--- src/rtl/alu_pkg.sv ---
// ============================================================================
// Module      : alu_pkg
// Description : Operation encodings shared by the one-bit ALU slice.
// Revision    : 1.0 - initial release
// ============================================================================
`default_nettype none

package alu_pkg;

    typedef enum logic [2:0] {
        OP_AND    = 3'b000,
        OP_NOR    = 3'b001,
        OP_OR     = 3'b010,
        OP_XOR    = 3'b011,
        OP_ADD    = 3'b100,
        OP_PASS_A = 3'b101,
        OP_PASS_B = 3'b110,
        OP_RSVD   = 3'b111
    } alu_op_t;

endpackage

`default_nettype wire

--- src/rtl/full_adder_1bit.sv ---
// ============================================================================
// Module      : full_adder_1bit
// Description : Purely combinational one-bit full adder.
// Revision    : 1.0 - initial release
// ============================================================================
`default_nettype none

module full_adder_1bit (
    input  logic a_i,
    input  logic b_i,
    input  logic cin_i,
    output logic sum_o,
    output logic cout_o
);

    assign sum_o  = a_i ^ b_i ^ cin_i;
    assign cout_o = (a_i & b_i) | (a_i & cin_i) | (b_i & cin_i);

endmodule

`default_nettype wire

--- src/rtl/alu_one_bit.sv ---
// ============================================================================
// Module      : alu_one_bit
// Description : Registered single-bit ALU slice (logic ops, add/sub, pass).
//               Optional signed-overflow output via ALU_OVERFLOW_DETECT_EN.
// Revision    : 1.0 - initial release
// ============================================================================
`default_nettype none

module alu_one_bit
    import alu_pkg::*;
(
    input  logic       clk,
    input  logic       rst_n,
    input  logic       a,
    input  logic       b,
    input  logic       cin,
    input  logic       bnegate,
    input  logic [2:0] op,
    output logic       result,
    output logic       cout
`ifdef ALU_OVERFLOW_DETECT_EN
    ,
    output logic       overflow
`endif
);

    logic bb;
    logic fa_sum;
    logic fa_carry;
    logic result_d;
    logic result_q;
    logic cout_d;
    logic cout_q;

    assign bb = b ^ bnegate;

    full_adder_1bit u_full_adder (
        .a_i    (a),
        .b_i    (bb),
        .cin_i  (cin),
        .sum_o  (fa_sum),
        .cout_o (fa_carry)
    );

    always_comb begin
        result_d = 1'b0;
        cout_d   = 1'b0;
        case (op)
            OP_AND:    result_d = a & bb;
            OP_NOR:    result_d = ~(a | bb);
            OP_OR:     result_d = a | bb;
            OP_XOR:    result_d = a ^ bb;
            OP_ADD: begin
                result_d = fa_sum;
                cout_d   = fa_carry;
            end
            OP_PASS_A: result_d = a;
            OP_PASS_B: result_d = bb;
            default:   result_d = 1'b0;
        endcase
    end

    always_ff @(posedge clk or negedge rst_n) begin
        if (!rst_n) begin
            result_q <= 1'b0;
            cout_q   <= 1'b0;
        end else begin
            result_q <= result_d;
            cout_q   <= cout_d;
        end
    end

    assign result = result_q;
    assign cout   = cout_q;

`ifdef ALU_OVERFLOW_DETECT_EN
    logic overflow_d;
    logic overflow_q;

    // Signed overflow on the MSB slice: carry into it differs from carry out.
    assign overflow_d = (op == OP_ADD) ? (cin ^ fa_carry) : 1'b0;

    always_ff @(posedge clk or negedge rst_n) begin
        if (!rst_n) begin
            overflow_q <= 1'b0;
        end else begin
            overflow_q <= overflow_d;
        end
    end

    assign overflow = overflow_q;
`endif

endmodule

`default_nettype wire

--- config.mk ---
export PLATFORM = sky130hd
export DESIGN_NAME = alu_one_bit
export DESIGN_NICKNAME = d
export VERILOG_FILES = /design/src/rtl/alu_pkg.sv /design/src/rtl/full_adder_1bit.sv /design/src/rtl/alu_one_bit.sv
export SDC_FILE = /design/constraint.sdc
export NUM_CORES = 1
export LEC_CHECK = 0
export CELL_PAD_IN_SITES_DETAIL_PLACEMENT = 0
export CELL_PAD_IN_SITES_GLOBAL_PLACEMENT = 1
export CORE_AREA = 2 2 39 41
export DETAILED_ROUTE_END_ITERATION = 12
export DIE_AREA = 0 0 41 43
export GPL_TIMING_DRIVEN = 1
export PLACE_DENSITY_LB_ADDON = 0.1
export SLEW_MARGIN = 20
export SYNTH_ARGS = -nofsm -noshare
export SYNTH_HDL_FRONTEND = slang
export SYNTH_SLANG_ARGS = --single-unit
--- constraint.sdc ---
create_clock -name clk -period 0.8 [get_ports clk]
set_clock_uncertainty 0.05 [all_clocks]
set_input_delay 0.08 -clock clk [delete_from_list [all_inputs] [get_ports clk]]
set_output_delay 0.08 -clock clk [all_outputs]
set_load 0.1 [all_outputs]
After elaboration in Yosys (flattened, before gate mapping)
Index checks and enable logic that the tools add are counted.
Operators by class
  muxes and demuxes: 2
  reduce and logical (&&, ||, !) cells: 1
  eq/ne operators: 6
  bitwise gates (word level): 10
Operator list (count)
  3-bit == test (second input constant): 3
  1-bit one-hot mux with 7 select lines: 1
  3-bit by 2-bit == test with 1-bit output (second input constant): 2
  1-bit bitwise AND: 3
  3-bit by 1-bit == test with 1-bit output (second input constant): 1
  3-bit logical NOT: 1
  1-bit bitwise OR: 3
  1-bit bitwise XOR: 3
  1-bit 2-to-1 mux: 1
  1-bit inverter: 1
Storage, ports and cells
  register bits: 2
  output and inout bits: 2
  logic and storage cells: 21

Logic depth before layout (Yosys ltp)
Gate-level depths: netlist (run 1).
  depth after elaboration: 5
  mapped depth: 6

Modules after synthesis
From an unflattened synthesis (run 1), not the netlist that was laid out.
Second synthesis, totals
  cells, all modules: 22
  area total of the unflattened synthesis: 210.2 µm²
By module, submodules not included
  alu_one_bit: instances 1, cells an instance 21, area each 190.2 µm²
  full_adder_1bit: instances 1, cells an instance 1, area each 20.0 µm²

Least setup slack after synthesis (run 1)
OpenSTA, ideal clock, no wires.
  path type: input port to flip-flop
  start: input bnegate
  end: register result_q, in the netlist result
  arrival: 1.189 ns
  path slack: -0.570 ns
  stages: 5
  path through: xnor2_2 > fa_1 > and2b_2 > a211oi_1 > or3_1
On the way
  cells in the longest elaborated chain, start to end: 4
RTL lines
  start: declaration: line alu_one_bit.sv:17  | input logic bnegate,
  1-bit bitwise XOR (*): line alu_one_bit.sv:35  | assign bb = b ^ bnegate;
  1-bit bitwise XOR / 1-bit bitwise OR (equally long branches)
  1-bit bitwise XOR / 1-bit inverter (equally long branches): line full_adder_1bit.sv:16, alu_one_bit.sv:50
  1-bit one-hot mux with 7 select lines (*): line alu_one_bit.sv:48  | case (op)
  net result_d: line alu_one_bit.sv:30  | logic result_d;
  end signal: assignment: line alu_one_bit.sv:68  | result_q <= result_d;
  end: declaration: line alu_one_bit.sv:31  | logic result_q;
The timed path passes the listed nets; every way through them passes the cells marked *.

Worst setup path in the final report (run 1)
  start: input b
  end: register result_q, in the netlist result
On the way
  cells in the longest elaborated chain, start to end: 4
RTL lines
  start: declaration: line alu_one_bit.sv:15  | input logic b,
  1-bit bitwise XOR (*): line alu_one_bit.sv:35
  1-bit bitwise XOR / 1-bit bitwise OR (equally long branches)
  1-bit bitwise XOR / 1-bit inverter (equally long branches): line full_adder_1bit.sv:16, alu_one_bit.sv:50
  1-bit one-hot mux with 7 select lines (*): line alu_one_bit.sv:48
  net result_d: line alu_one_bit.sv:30
Marks and branches as above.

==> results.yml, run 1 <==
timing:
  worst_pin_slew_ps: 352
  fin_crit_sh_pct: 154
  final-max-slew-violation-count: 0
  fmax_mhz: 810
  fin_hold_ws_ps: 142
  setup_tns_ps: -668
  fin_crit_ps: 1240
  setup_slack_ps: -435
  slew_headroom_pct: 75.9
  finalSetupViolCount: 3
  rsz0062_at_grt: "true"
  hold_viol: 0
worst_hold_path:
  min_path_cells: 2
  holdPathEnd: "cout$_DFF_PN0_"
  worstHoldStart: "op[1]"
  hold_class: "input pin to register"
placement:
  gp_congestion: 0.682
  place_ws_ps: -1120
  hpwl_um: 383
  numPortBuffers: 10
  dpl_cell_area_um2: 382
  dp_cells: 50
layout:
  finalInstanceArea_um2: 427
  drive_above_1_share_pct: 48.7
  nNetsFinal: 52
  area_delta_synth_final_pct: 114
  fin_util_pct: 30.8
  stdcell_count: 55
  antenna_cells: 0
cts:
  cts_tree: "yes"
  clk_pin_slew_ps: 30
  clk_path_buf_depth: 2
  cts_sinks: 2
  cts_max_level: 1
  cts_buffers: 3
  cts_setup_buffers: 0
  cts_root_buf: "clkbuf_4"
global_route:
  grt_usage_pct: 8.12
  antenna_found_initial: 0
  grt_pass1_vias: 212
  grt_pass1_wl_um: 841
  grt_max_degree: 8
  grt.overflow.total: 0
setup_path:
  critPathMaxFanout: 3
  required_ps: 840
  cp.arrival_ps: 1280
  path_class: "input pin to register"
  worstSetupEndpointType: "register"
  critPathLaunchType: "input pin"
power_and_ir_drop:
  finalPower_mw: 0.622
  powerDensity_nw_per_um2: 1460
  vdd_drop_max_mv: 0.411
  leakage_nw: 0.205
logic_synthesis:
  synth_area_per_cell_um2: 9.95
  netlist_instances: 20
  yosysWarningCount: 0
  synth_seq_cells: 2
  synth.distinct_cells: 14
  synth_nets: 32
  yosysSeqAreaShare_pct: 25.2
  netlist_area_um2: 199
drt:
  first_pass_iters: 2
  first_iter_violations: 2
  ant_nets: 0
  drc: 0
  vias_per_cell: 3.85
  drt_wl_total_um: 482
  drt-wirelength-per-cell_um: 8.76
  via_count: 212
floorplan:
  core_area_um2: 1380
  io_pins: 11
  die_h_um: 43
  die_area_um2: 1760
  rows: 14
  initial_core_util_pct: 14.4
  die_w_um: 41
job:
  drv_cap: 0
run_status:
  violations: "negative setup slack"
  outcome: "finished with violations"
-- per-layer routing --
layer,share of wire (%),wire length (um),GRT usage (%),vias to the layer above
met5,0,0,0,-
met4,0,0,12.0,0
met3,3.5,17,1.57,0
met2,62,300,12.5,5
met1,34,164,6.41,99
li1,-,-,-,108
-- state kept, by name, indices dropped and copies added, names as in the netlist --
name and count:
result 1, cout 1
-- Yosys cell counts --
cell type	number	area [um2]
a2111oi_0	1	8.76
a211oi_1	1	7.51
a21boi_0	1	7.51
and2b_2	1	8.76
dfrtp_1	2	50.1
fa_1	1	20.0
ha_1	2	25.0
inv_1	3	11.3
nand2b_1	1	6.26
nand3b_1	2	15.0
nor2b_1	1	6.26
nor3_1	2	10.0
or3_1	1	6.26
xnor2_2	1	16.3
-- kinds of logic after synthesis --
family / count (synthesis) / synth area share [%]
flip-flops: 2 / 25.2
AND/OR/NAND/NOR: 8 / 26.4
adder cells (fa/ha/maj): 3 / 22.6
XOR/XNOR: 1 / 8.18
AO/OA/AOI/OAI: 3 / 12.0
buffers and inverters: 3 / 5.66
-- power breakdown --
part           leakage [nW]  internal (mW)  switching [mW]
clock                0.0150          0.185          0.0609
combinational         0.166          0.127           0.130
sequential           0.0242          0.111         0.00714
total                 0.205          0.424           0.198
-- critical path, cell delays in order --
cell	delay (ps)
buf_8	100
xnor2_4	140
fa_1	480
and2b_2	140
a211oi_2	30
or3_1	310
-- how the worst max path moves through the flow --
stage / endpoint / startpoint / depth (start not counted)
2_1_floorplan: result$_DFF_PN0_ / bnegate / 5
3_3_place_gp: result$_DFF_PN0_ / bnegate / 6
3_5_place_dp: result$_DFF_PN0_ / bnegate / 6
4_1_cts: result$_DFF_PN0_ / b / 6
5_1_grt: result$_DFF_PN0_ / b / 6
6_report: result$_DFF_PN0_ / b / 6
-- placed cells by master, fill, tap and decap left out --
cell type        instances
fa_1                     1
a211oi_2                 1
clkbuf_1                 1
buf_8                    1
and2b_2                  1
nand3b_1                 2
clkdlybuf4s50_1          1
a21boi_0                 1
inv_2                    1
dfrtp_1                  1
a2111oi_0                1
clkbuf_4                 3
dlygate4sd3_1            1
buf_4                    4
buf_12                   2
nor2b_1                  1
ha_1                     2
nand2b_4                 1
buf_6                    1
or3_1                    1
dfrtp_2                  1
dlygate4sd2_1            2
nor3_1                   2
dlymetal6s2s_1           1
inv_1                    2
xnor2_4                  1
buf_2                    2
-- layout make-up --
type                            instances  area [um2]
Fill cell                             148         957
Multi-Input combinational cell         15         161
Timing Repair Buffer                   15         156
Sequential cell                         2        51.3
Clock buffer                            4        26.3
Tap cell                               16        20.0
Inverter                                3        11.3
-- what timing repair did --
| item | CTS | global route |
|---|---|---|
| pin swaps | 4 | 1 |
| endpoints found under the hold margin | 2 | 0 |
| gates cloned | 0 | 0 |
| endpoints found under the setup margin | 4 | 3 |
| gates resized for setup | 25 | 1 |
| hold buffers | 1 | 0 |
(Power assumes the default switching activity.)
==> inputs of run 2 (changes only) <==
==> constraint.sdc (replaced) <==
create_clock -name clk -period 1.03 [get_ports clk]
set_clock_uncertainty 0.05 [all_clocks]
set_input_delay 0.103 -clock clk [delete_from_list [all_inputs] [get_ports clk]]
set_output_delay 0.103 -clock clk [all_outputs]
set_load 0.1 [all_outputs]
==> run 2 against run 1 <==
Net effect: the run still ends with negative setup slack left; sequential cell count did not move; hold slack improved by 95 ps; non-clock buffer count rose by 1; die area did not move; combinational power fell by 11%; largest power group unchanged.
==> results.yml, run 2 (synthesized netlist as in run 1, its figures left out) <==
run_status:
  outcome: "finished with violations"
  violations: "negative setup slack"
floorplan:
  initial_core_util_pct: 14.4
  rows: 14
  io_pins: 11
  die_h_um: 43
  core_area_um2: 1380
  die_w_um: 41
  die_area_um2: 1760
global_route:
  antenna_found_initial: 0
  grt_usage_pct: 8.73
  grt.overflow.total: 0
  grt_pass1_vias: 237
  grt_pass1_wl_um: 945
  grt_max_degree: 8
power_and_ir_drop:
  leakage_nw: 0.206
  finalPower_mw: 0.517
  p_int_mw: 0.347
  clkPwrFrac_pct: 37.9
  combPwrFrac_pct: 44.3
  powerDensity_nw_per_um2: 1110
  p_sw_share_pct: 33.0
  sequentialPowerShare_pct: 17.8
  switching_power_mw: 0.171
  vdd_drop_max_mv: 0.388
layout:
  antenna_cells: 0
  fin_util_pct: 33.7
  final_cell_mix: "4 x buf_4, 3 x clkbuf_4, 3 x clkdlybuf4s50_1"
  drive_above_1_share_pct: 57.5
  fillCellCount: 143
  multiInputGateArea_um2: 184
  nNetsFinal: 53
  regArea_um2: 51.3
  final_common_cell: "buf_4"
  finalInstanceArea_um2: 467
  stdcell_count: 56
  area_delta_synth_final_pct: 135
cts:
  cts_buffers: 3
  cts_max_level: 1
  clk_pin_slew_ps: 30
  cts_tree: "yes"
  cts_sinks: 2
  cts_root_buf: "clkbuf_4"
  clk_path_buf_depth: 2
timing:
  setup_slack_ps: -229
  finalSetupViolCount: 1
  fmax_mhz: 794
  fin_crit_sh_pct: 122
  final-max-slew-violation-count: 0
  worst_pin_slew_ps: 336
  fin_crit_ps: 1260
  hold_viol: 0
  slew_headroom_pct: 77.6
  rsz0062_at_grt: "true"
setup_path:
  required_ps: 1080
  worst_path_largest_cell_delay_ps: 480
  slowest_stage: "fa_1"
  critPathLaunchType: "input pin"
  critPathBufInv: 1
  crit_family: "adder cells"
  cp.arrival_ps: 1310
  path_cells: "buf_8, xnor2_4, fa_1, and2b_2, a211oi_2, or3_1"
  worstSetupEndpointType: "register"
  critPathMaxFanout: 3
  path_class: "input pin to register"
placement:
  place_ws_ps: -914
  hpwl_um: 420
  gp_congestion: 0.656
  dp_cells: 50
  dpl_cell_area_um2: 382
  numPortBuffers: 10
drt:
  first_iter_violations: 0
  ant_nets: 0
  drt-wirelength-per-cell_um: 9.38
  vias_per_cell: 4.14
  first_pass_iters: 1
  drc: 0
  drt_wl_total_um: 525
  via_count: 232
job:
  drv_cap: 0
worst_hold_path:
  hold_class: "input pin to register"
-- run 2: final cells by class --
cell class	instances	area share [%]
Sequential cell	2	11.0
Inverter	3	2.41
Timing Repair Buffer	16	37.3
Tap cell	16	4.29
Multi-Input combinational cell	15	39.4
Clock buffer	4	5.63
-- run 2: layer usage --
metal / part of all wire (%) / track usage [%]
met1: 38 / 8.04
met2: 57 / 12.8
met3: 2.5 / 3.14
met5: 0 / 0
met4: 2.5 / 10.0
-- run 2: power by group through the flow --
stage / Combinational [mW] / Clock, mW / Sequential (mW)
finish: 0.229 / 0.196 / 0.0919
global route: 0.246 / 0.218 / 0.0922
CTS: 0.209 / 0.204 / 0.0922
detailed placement: 0.198 / 0 / 0.0931
global placement: 0.194 / 0 / 0.0929
floorplan: 0.0490 / 0 / 0.140
-- run 2: worst paths after layout --
| path | startpoint | endpoint | slack [ps] | cells after the start |
|---|---|---|---|---|
| min | op[1] | cout$_DFF_PN0_ | 240 | 2 |
| min in group asynchronous | rst_n | cout$_DFF_PN0_ | 540 | 2 |
| max | bnegate | result$_DFF_PN0_ | -230 | 6 |
| max in group asynchronous | rst_n | cout$_DFF_PN0_ | 260 | 2 |
-- run 2: stage by stage --
| step | hold slack (ps) | TNS (ps) |
|---|---|---|
| after global placement | 222 | -1340 |
| after CTS | 243 | -263 |
| after floorplan | -243 | -313 |
| after global routing | 276 | -271 |
| after detailed placement | 233 | -1350 |
| final | 237 | -229 |
-- run 2: repair_timing --
action	in CTS	in global routing
hold buffers	1	0
resized for setup	22	10
endpoints found under the hold margin	2	0
pin swaps	4	5
setup buffers	1	0
setup endpoints to repair	2	1
==> inputs of run 3 (changes only) <==
--- a/config.mk
+++ b/config.mk
@@ -11,7 +11,7 @@
 export DETAILED_ROUTE_END_ITERATION = 12
 export DIE_AREA = 0 0 41 43
 export GPL_TIMING_DRIVEN = 1
-export PLACE_DENSITY_LB_ADDON = 0.1
+export PLACE_DENSITY_LB_ADDON = 0.15
 export SLEW_MARGIN = 20
 export SYNTH_ARGS = -nofsm -noshare
 export SYNTH_HDL_FRONTEND = slang
==> run 3 against run 2 <==
Net effect: the flow still finishes with violations (negative setup slack); die area is the same; clock-buffer cell count is the same; combinational power shrank 11%; global-route usage shrank 2.7 points; critical path type unchanged.
==> results.yml, run 3 (synthesized netlist as in run 1, its figures left out) <==
run_status:
  outcome: "finished with violations"
  violations: "negative setup slack"
worst_hold_path:
  hold_class: "input pin to register"
setup_path:
  critPathLaunchType: "input pin"
  path_class: "input pin to register"
  required_ps: 1070
  critPathMaxFanout: 3
  cp.arrival_ps: 1310
  worstSetupEndpointType: "register"
placement:
  hpwl_um: 419
  numPortBuffers: 10
  gp_congestion: 0.613
timing:
  slew_headroom_pct: 78.8
  rsz0062_at_grt: "true"
  hold_viol: 0
  fmax_mhz: 787
  fin_crit_ps: 1270
  fin_crit_sh_pct: 123
  fin_hold_ws_ps: 181
  finalSetupViolCount: 1
  worst_pin_slew_ps: 318
  final-max-slew-violation-count: 0
  setup_slack_ps: -241
cts:
  cts_sinks: 2
  clk_pin_slew_ps: 40
  cts_buffers: 3
  cts_root_buf: "clkbuf_4"
  cts_max_level: 1
  clk_path_buf_depth: 2
  cts_tree: "yes"
drt:
  drc: 0
  first_pass_iters: 1
  vias_per_cell: 3.91
  ant_nets: 0
  top_layer: "met3"
  drt-wirelength-per-cell_um: 9.02
  wl_met3_um: 39
  drt_wl_total_um: 496
  wl_met1_um: 157
  first_iter_violations: 0
  via_count: 215
  route.met2.wl_um: 299
job:
  drv_cap: 0
floorplan:
  core_area_um2: 1380
  initial_core_util_pct: 14.4
  die_h_um: 43
  die_w_um: 41
  io_pins: 11
  die_area_um2: 1760
  rows: 14
global_route:
  grt.overflow.total: 0
  grt_pass1_wl_um: 676
  grt_max_degree: 8
  grt_pass1_vias: 195
  antenna_found_initial: 0
  grt_usage_pct: 6.02
layout:
  area_delta_synth_final_pct: 115
  antenna_cells: 0
  final_common_cell: "buf_4"
  fin_util_pct: 30.9
  nNetsFinal: 52
  drive_above_1_share_pct: 48.7
  final_cell_mix: "4 x buf_4, 3 x clkbuf_4, 3 x clkdlybuf4s50_1"
power_and_ir_drop:
  leakage_nw: 0.197
  powerDensity_nw_per_um2: 1150
  vdd_drop_max_mv: 0.404
  finalPower_mw: 0.491
run 3: path summary, 6_finish.rpt:
kind	start	endpoint	slack, ps	cells after the start
max	b	result$_DFF_PN0_	-240	6
min	op[1]	cout$_DFF_PN0_	180	2
max in group asynchronous	rst_n	cout$_DFF_PN0_	280	2
min in group asynchronous	rst_n	cout$_DFF_PN0_	520	2
run 3: critical path: stages:
cell and delay, ps:
buf_8 100, xnor2_4 140, fa_1 480, and2b_2 150, a211oi_2 30, or3_1 310
run 3: where the power goes:
group	leakage [nW]	internal, mW	switching, mW
registers	0.0242	0.0863	0.00580
logic	0.158	0.102	0.102
clock network	0.0150	0.144	0.0508
total	0.197	0.332	0.159
run 3: final cells by class:
type / instances / area [um2]
inverters: 3 / 11.3
well taps: 16 / 20.0
clock buffers: 4 / 26.3
fillers: 151 / 956
multi-input cells: 15 / 160
flip-flops and latches: 2 / 51.3
repair buffers: 15 / 159
run 3: metrics by stage:
stage	area (um2)	TNS (ps)	std cells	setup slack [ps]
2_1_floorplan	211	-313	20	-307
3_3_place_gp	382	-1340	50	-900
3_5_place_dp	382	-1370	50	-936
4_1_cts	419	-286	55	-286
5_1_grt	428	-273	55	-273
6_report	428	-241	55	-241
run 3: metal layers:
| metal | GRT usage, % | vias to the layer above |
|---|---|---|
| li1 | - | 109 |
| met1 | 3.54 | 100 |
| met2 | 11.6 | 6 |
| met3 | 4.71 | 0 |
| met4 | 2.00 | 0 |
| met5 | 0 | - |
run 3: what timing repair did:
action,4_1_cts,5_1_grt
pin swaps,4,1
endpoints found under the setup margin,2,1
hold buffers,1,0
resized for setup,22,3
endpoints found under the hold margin,2,0
buffers inserted,0,0
cloned,0,0
